### src/rtl/ram_sync_param_if.sv
// Request/response bundle for ram_sync_param.
// Latency: none. This file only groups the signals.
// Backpressure: none. busy tells the requester that its requests are being dropped.
// Ports (master = requester, slave = RAM):
//   write_enable, read_enable, addr, write_data : master -> slave
//   read_data, read_valid, busy                  : slave -> master
interface ram_sync_param_if #(
  parameter int DATA_WIDTH = 8,
  parameter int ADDR_WIDTH = 4
);
  logic                  write_enable;
  logic                  read_enable;
  logic [ADDR_WIDTH-1:0] addr;
  logic [DATA_WIDTH-1:0] write_data;
  logic [DATA_WIDTH-1:0] read_data;
  logic                  read_valid;
  logic                  busy;

  modport master (
    output write_enable, read_enable, addr, write_data,
    input  read_data, read_valid, busy
  );

  modport slave (
    input  write_enable, read_enable, addr, write_data,
    output read_data, read_valid, busy
  );
endinterface

### src/rtl/ram_sync_param.sv
// Single-port synchronous scratch RAM, DATA_WIDTH x 2**ADDR_WIDTH, hardware-cleared after reset.
// Latency: a read issued at edge N shows read_data/read_valid in cycle N+1. Writes land at the edge.
// Backpressure: none. While busy (clear running) every request is silently dropped.
// Ports:
//   clock, reset : rising-edge clock, synchronous active-high reset
//   bus (slave)  : write_enable/read_enable/addr/write_data in; read_data/read_valid/busy out
module ram_sync_param #(
  parameter int                    DATA_WIDTH  = 8,
  parameter int                    ADDR_WIDTH  = 4,
  parameter int                    RDW_MODE    = 0,
  parameter logic [DATA_WIDTH-1:0] CLEAR_VALUE = '0
) (
  input  logic            clock,
  input  logic            reset,
  ram_sync_param_if.slave bus
);
  localparam int DEPTH = 2 ** ADDR_WIDTH;

  typedef enum logic {CLEAR, READY} state_t;

  state_t                state;
  state_t                state_nxt;
  logic [ADDR_WIDTH-1:0] clr_cnt;
  logic [ADDR_WIDTH-1:0] clr_cnt_nxt;

  logic                  mem_we;
  logic [ADDR_WIDTH-1:0] mem_waddr;
  logic [DATA_WIDTH-1:0] mem_wdata;
  logic                  rd_go;

  logic [DATA_WIDTH-1:0] mem [DEPTH];
  logic [DATA_WIDTH-1:0] read_q;
  logic                  valid_q;

  always_ff @(posedge clock) begin
    if (reset) begin
      state   <= CLEAR;
      clr_cnt <= '0;
    end else begin
      state   <= state_nxt;
      clr_cnt <= clr_cnt_nxt;
    end
  end

  // The clear sequencer owns the memory write port while in CLEAR; user
  // requests are only honoured once READY.
  always_comb begin
    state_nxt   = state;
    clr_cnt_nxt = clr_cnt;
    mem_we      = 1'b0;
    mem_waddr   = bus.addr;
    mem_wdata   = bus.write_data;
    rd_go       = 1'b0;
    case (state)
      CLEAR: begin
        mem_we      = 1'b1;
        mem_waddr   = clr_cnt;
        mem_wdata   = CLEAR_VALUE;
        clr_cnt_nxt = clr_cnt + 1'b1;
        if (clr_cnt == ADDR_WIDTH'(DEPTH - 1)) begin
          state_nxt = READY;
        end
      end
      READY: begin
        mem_we = bus.write_enable;
        rd_go  = bus.read_enable;
      end
      default: begin
        state_nxt = CLEAR;
      end
    endcase
  end

  // Storage has no reset; holding reset leaves contents untouched.
  always_ff @(posedge clock) begin
    if (!reset && mem_we) begin
      mem[mem_waddr] <= mem_wdata;
    end
  end

  // Same-address read+write: the array read already returns the old word
  // (read-first); write-first bypasses the incoming data instead.
  always_ff @(posedge clock) begin
    if (reset) begin
      read_q  <= '0;
      valid_q <= 1'b0;
    end else begin
      valid_q <= rd_go;
      if (rd_go) begin
        read_q <= ((RDW_MODE != 0) && bus.write_enable) ? bus.write_data : mem[bus.addr];
      end
    end
  end

  assign bus.read_data  = read_q;
  assign bus.read_valid = valid_q;
  assign bus.busy       = (state == CLEAR);
endmodule

### src/flat_wrapper.sv
// flat-port wrapper written by rule: the top's interface ports become plain ports
module ram_sync_param_flat 
#(
  parameter int                    DATA_WIDTH  = 8,
  parameter int                    ADDR_WIDTH  = 4,
  parameter int                    RDW_MODE    = 0,
  parameter logic [DATA_WIDTH-1:0] CLEAR_VALUE = '0
)
  (clock, reset, bus_write_enable, bus_read_enable, bus_addr, bus_write_data, bus_read_data, bus_read_valid, bus_busy);
  ram_sync_param_if #(.DATA_WIDTH(DATA_WIDTH), .ADDR_WIDTH(ADDR_WIDTH)) bus_i ();
  input  logic clock;
  input  logic reset;
  input wire logic [$bits(bus_i.write_enable)-1:0] bus_write_enable;
  input wire logic [$bits(bus_i.read_enable)-1:0] bus_read_enable;
  input wire logic [$bits(bus_i.addr)-1:0] bus_addr;
  input wire logic [$bits(bus_i.write_data)-1:0] bus_write_data;
  output wire logic [$bits(bus_i.read_data)-1:0] bus_read_data;
  output wire logic [$bits(bus_i.read_valid)-1:0] bus_read_valid;
  output wire logic [$bits(bus_i.busy)-1:0] bus_busy;
  assign bus_i.write_enable = bus_write_enable;
  assign bus_i.read_enable = bus_read_enable;
  assign bus_i.addr = bus_addr;
  assign bus_i.write_data = bus_write_data;
  assign bus_read_data = bus_i.read_data;
  assign bus_read_valid = bus_i.read_valid;
  assign bus_busy = bus_i.busy;
  ram_sync_param #(.DATA_WIDTH(DATA_WIDTH), .ADDR_WIDTH(ADDR_WIDTH), .RDW_MODE(RDW_MODE), .CLEAR_VALUE(CLEAR_VALUE)) u_core (.clock(clock), .reset(reset), .bus(bus_i));
endmodule
### config.mk
export PLATFORM = sky130hd
export DESIGN_NAME = ram_sync_param_flat
export DESIGN_NICKNAME = d
export VERILOG_FILES = /design/src/rtl/ram_sync_param_if.sv /design/src/rtl/ram_sync_param.sv /design/src/flat_wrapper.sv
export SDC_FILE = /design/constraint.sdc
export NUM_CORES = 1
export LEC_CHECK = 0
export BUFFER_PORTS_ARGS = -buffer_cell sky130_fd_sc_hd__buf_2
export CORE_MARGIN = 3
export CORE_UTILIZATION = 45
export CTS_BUF_LIST = sky130_fd_sc_hd__clkbuf_8
export CTS_CLUSTER_SIZE = 28
export DETAILED_ROUTE_END_ITERATION = 8
export PLACE_DENSITY = 0.62
export REMOVE_ABC_BUFFERS = 1
export SYNTH_ARGS = -nofsm -noshare
export SYNTH_HDL_FRONTEND = slang
export SYNTH_SLANG_ARGS = --single-unit
export TNS_END_PERCENT = 1
### constraint.sdc
create_clock -name clock -period 2.3 [get_ports clock]
set_input_delay 0 -clock clock [delete_from_list [all_inputs] [get_ports clock]]
set_output_delay 0 -clock clock [all_outputs]
set_load 0.005 [all_outputs]
==> impl_results.md <==
- Antenna cells: 0
- Share of layout cells above drive strength 1: 0.305
- CTS resizes: 0
- Int Pwr: roughly 4.1 mW
- Layout Cells excl Fill: 529
- Status: completed
- Most common cell after layout, fill and taps aside: edfxtp_1
- CP Capture Type: register
- Depth of the most critical reg-to-reg path: 4
- First-pass GRT wire length: approximately 18 mm
- Layout Skew: about 0.0072 ns
- TNS Setup: 0 ns
- VDD IR max: approximately 310 uV
- Synthesized area: between 5000 and 6000 sq um
- Max Fclk: roughly 0.52 GHz
- Sequential share of the synthesized area: 0.736
- # IOs: 26
- Switching share of power: 0.200
- Footprint of the multi-input gates: between 1000 and 1500 sq um
- Post-layout util: 0.535
- Slew @ Worst Pin: approximately 0.8 ns
- Pin count of the biggest net entering global routing: 21
- Area grow syn2layout: 15.7%
- Hold path depth: 4
- Via count: between 2,000 and 3,000
- Final Max Slew Viols: 0
- Antenna-violating nets left: 0
- Synthesized netlist cell count: roughly 290
- Dpl hpwl: approximately 7.7 mm
- Initial antenna violation count: 0
- Worst hold slack: 0.175 ns
- Effective utilization at floorplan: 0.463
- Fraction of power consumed by sequential logic: 0.554
- Tmin final: 1.92 ns
- Area leader, netlist: edfxtp_1
- Critical path class: reg -> reg
- Total power: 5.10 mW
- Logic pwr share: 0.046
- Area contributors post-synth: edfxtp_1, mux4_2, dfxtp_1
- Core Area: between 10,000 and 15,000 sq um
- Max-cap violations: 0
- Placer congestion estimate: around 0.86
- Synth Warn #: 0
- Final Hold Vio Count: 0
- Commonest non-fill, non-tap cells in the layout: edfxtp_1, buf_2, nor2_1, buf_4, mux4_2
- Remaining global-route overflow: 0
- GRT Util Overall: 0.181
- Slew headroom: 0.465
- NumNets Final: approximately 370
- R2R Setup Slk: ~0.38 ns
- Yosys top cell area share: 0.686
- Hold worst-path end: u_core.bus.read_data[1]
- Post-Place Cells: a little under 500
- Die area: 13,800 sq um
- # setup viols final: 0
- Register area: around 4100 sq um
- Via/cell ratio: roughly 5.5
- # H-tree levels: 4
- HP Start: bus_addr[1]
- Pwr dens: 786 nW/um^2
- Total length of routed wires: ~12 mm
- Post-Place Cell Area: 6050 sq um
- RSZ-0062 raised after global routing: false
- HP Class: in -> reg
- CTS tree: done
- Psw: around 1 mW
- Row cnt: 40
- R2R Path End: u_core.mem[0][2]
- Drt initial violations: ~240
- Crit path DAT: ~2 ns
- Root buffer cell: clkbuf_8
- Worst Path Max Fanout: 8
- Clk_lat worst skew: ~0.43 ns
- Period utilisation layout: 0.836
- Cts bufs inserted: 17
- Crit path required time: roughly 2.4 ns
- Clock power share: 0.400
- Synth cell types: 37
- Clock Sinks: around 140
- Pleak: between 2 and 2.5 nW
- DRT Pass-1 Iters: 5
- DR WL/cell: 22.1 um
- Clock-pin slew on the worst setup and hold paths: around 0.07 ns
- Syn avg cell area: a little under 20 sq um
- Final instance area: between 6000 and 7000 sq um
- Place WS: between 0.3 and 0.4 ns
- Vias in the first global route: ~3,000
- Input/output buffers: 25
- Clock Path Buffers: 2
- CP Launch Type: register
- Horiz. Die Dim: approximately 120 um
- Reg2reg start: u_core.state
- Drt drc: 0
- Final worst setup slack: 0.378 ns
- Fillcell total: around 1,000
- Die height: roughly 120 um
- Yosys reg bits: 142
timing repair:
action | CTS | global route
hold endpoints to repair | 6 | 0
hold buffers | 2 | 0
setup buffers | 0 | 0
area by class of cell:
class | instances | area share
Tap cell | 168 | 0.0324
Inverter | 2 | 0.00116
Timing Repair Buffer | 52 | 0.0533
Clock inverter | 15 | 0.0272
Sequential cell | 142 | 0.636
Multi-Input combinational cell | 133 | 0.214
Clock buffer | 17 | 0.0361
synthesized netlist by cell type:
cell type and number:
edfxtp_1 128, nor2_1 24, mux4_2 22, dfxtp_1 14
mux2i_1 13, and2_1 10, mux2_2 8, mux4_1 8
nand2_1 8, a22oi_1 7, o21ai_1 6, clkbuf_1 5
a21oi_1 4, buf_2 3, nand3_1 3, nor2b_1 3
buf_1 2, buf_4 2, inv_1 2, xor2_1 2
a221oi_1 1, a31o_2 1, a31oi_1 1, a32oi_1 1
and3_1 1, and3b_1 1, buf_12 1, buf_6 1
ha_1 1, nand2b_1 1, nand3b_1 1, nand4bb_1 1
nor3_1 1, o211ai_1 1, o21ai_0 1, o32a_1 1
xnor2_1 1
registers in the layout (all words and copies together), names as in the netlist:
signal                 count
u_core.mem               128
u_core.bus.read_data       8
u_core.clr_cnt             4
u_core.bus.read_valid      1
u_core.state               1
layer usage:
metal / track usage / up-vias / wire (um)
met4: 0.0571 / 0 / 181
li1: - / 1284 / -
met5: 0 / - / 0
met2: 0.289 / 107 / 5730
met3: 0.0514 / 15 / 818
met1: 0.243 / 1489 / 4940
cells by family (layout without fill, tap and decap cells):
logic type,Yosys count,count (layout),synth area share
buf+inv,16,86,0.0170
compound gates,24,24,0.0281
xor+xnor,3,3,0.00469
mux,51,51,0.165
flops,142,142,0.736
simple gates,54,54,0.0467
fa+ha+maj,1,1,0.00223
worst max-delay path, cell delays in order (launching register included):
cell     delay, ns
dfxtp_1       0.37
mux2i_1       0.23
nor2b_1       0.19
nand2_1       0.13
nor2_1        0.63
worst max-delay path by stage:
stage / startpoint / endpoint / depth (start not counted)
3_3_place_gp: bus_addr[2] / u_core.bus.read_data[7] / 6
2_1_floorplan: u_core.state / u_core.mem[1][0] / 3
5_1_grt: u_core.state / u_core.mem[3][1] / 4
3_5_place_dp: u_core.state / u_core.mem[0][6] / 4
6_report: u_core.state / u_core.mem[0][2] / 4
4_1_cts: u_core.state / u_core.mem[0][0] / 4
power by group through the flow:
stage	clock network (mW)	logic (mW)	registers, mW
after floorplan	0	0.125	2.87
after global placement	0	0.234	2.88
after detailed placement	0	0.238	2.88
after CTS	2.08	0.241	2.82
after global routing	2.20	0.257	2.82
final	2.04	0.237	2.82
No activity file was read; power rests on OpenSTA's default activity.
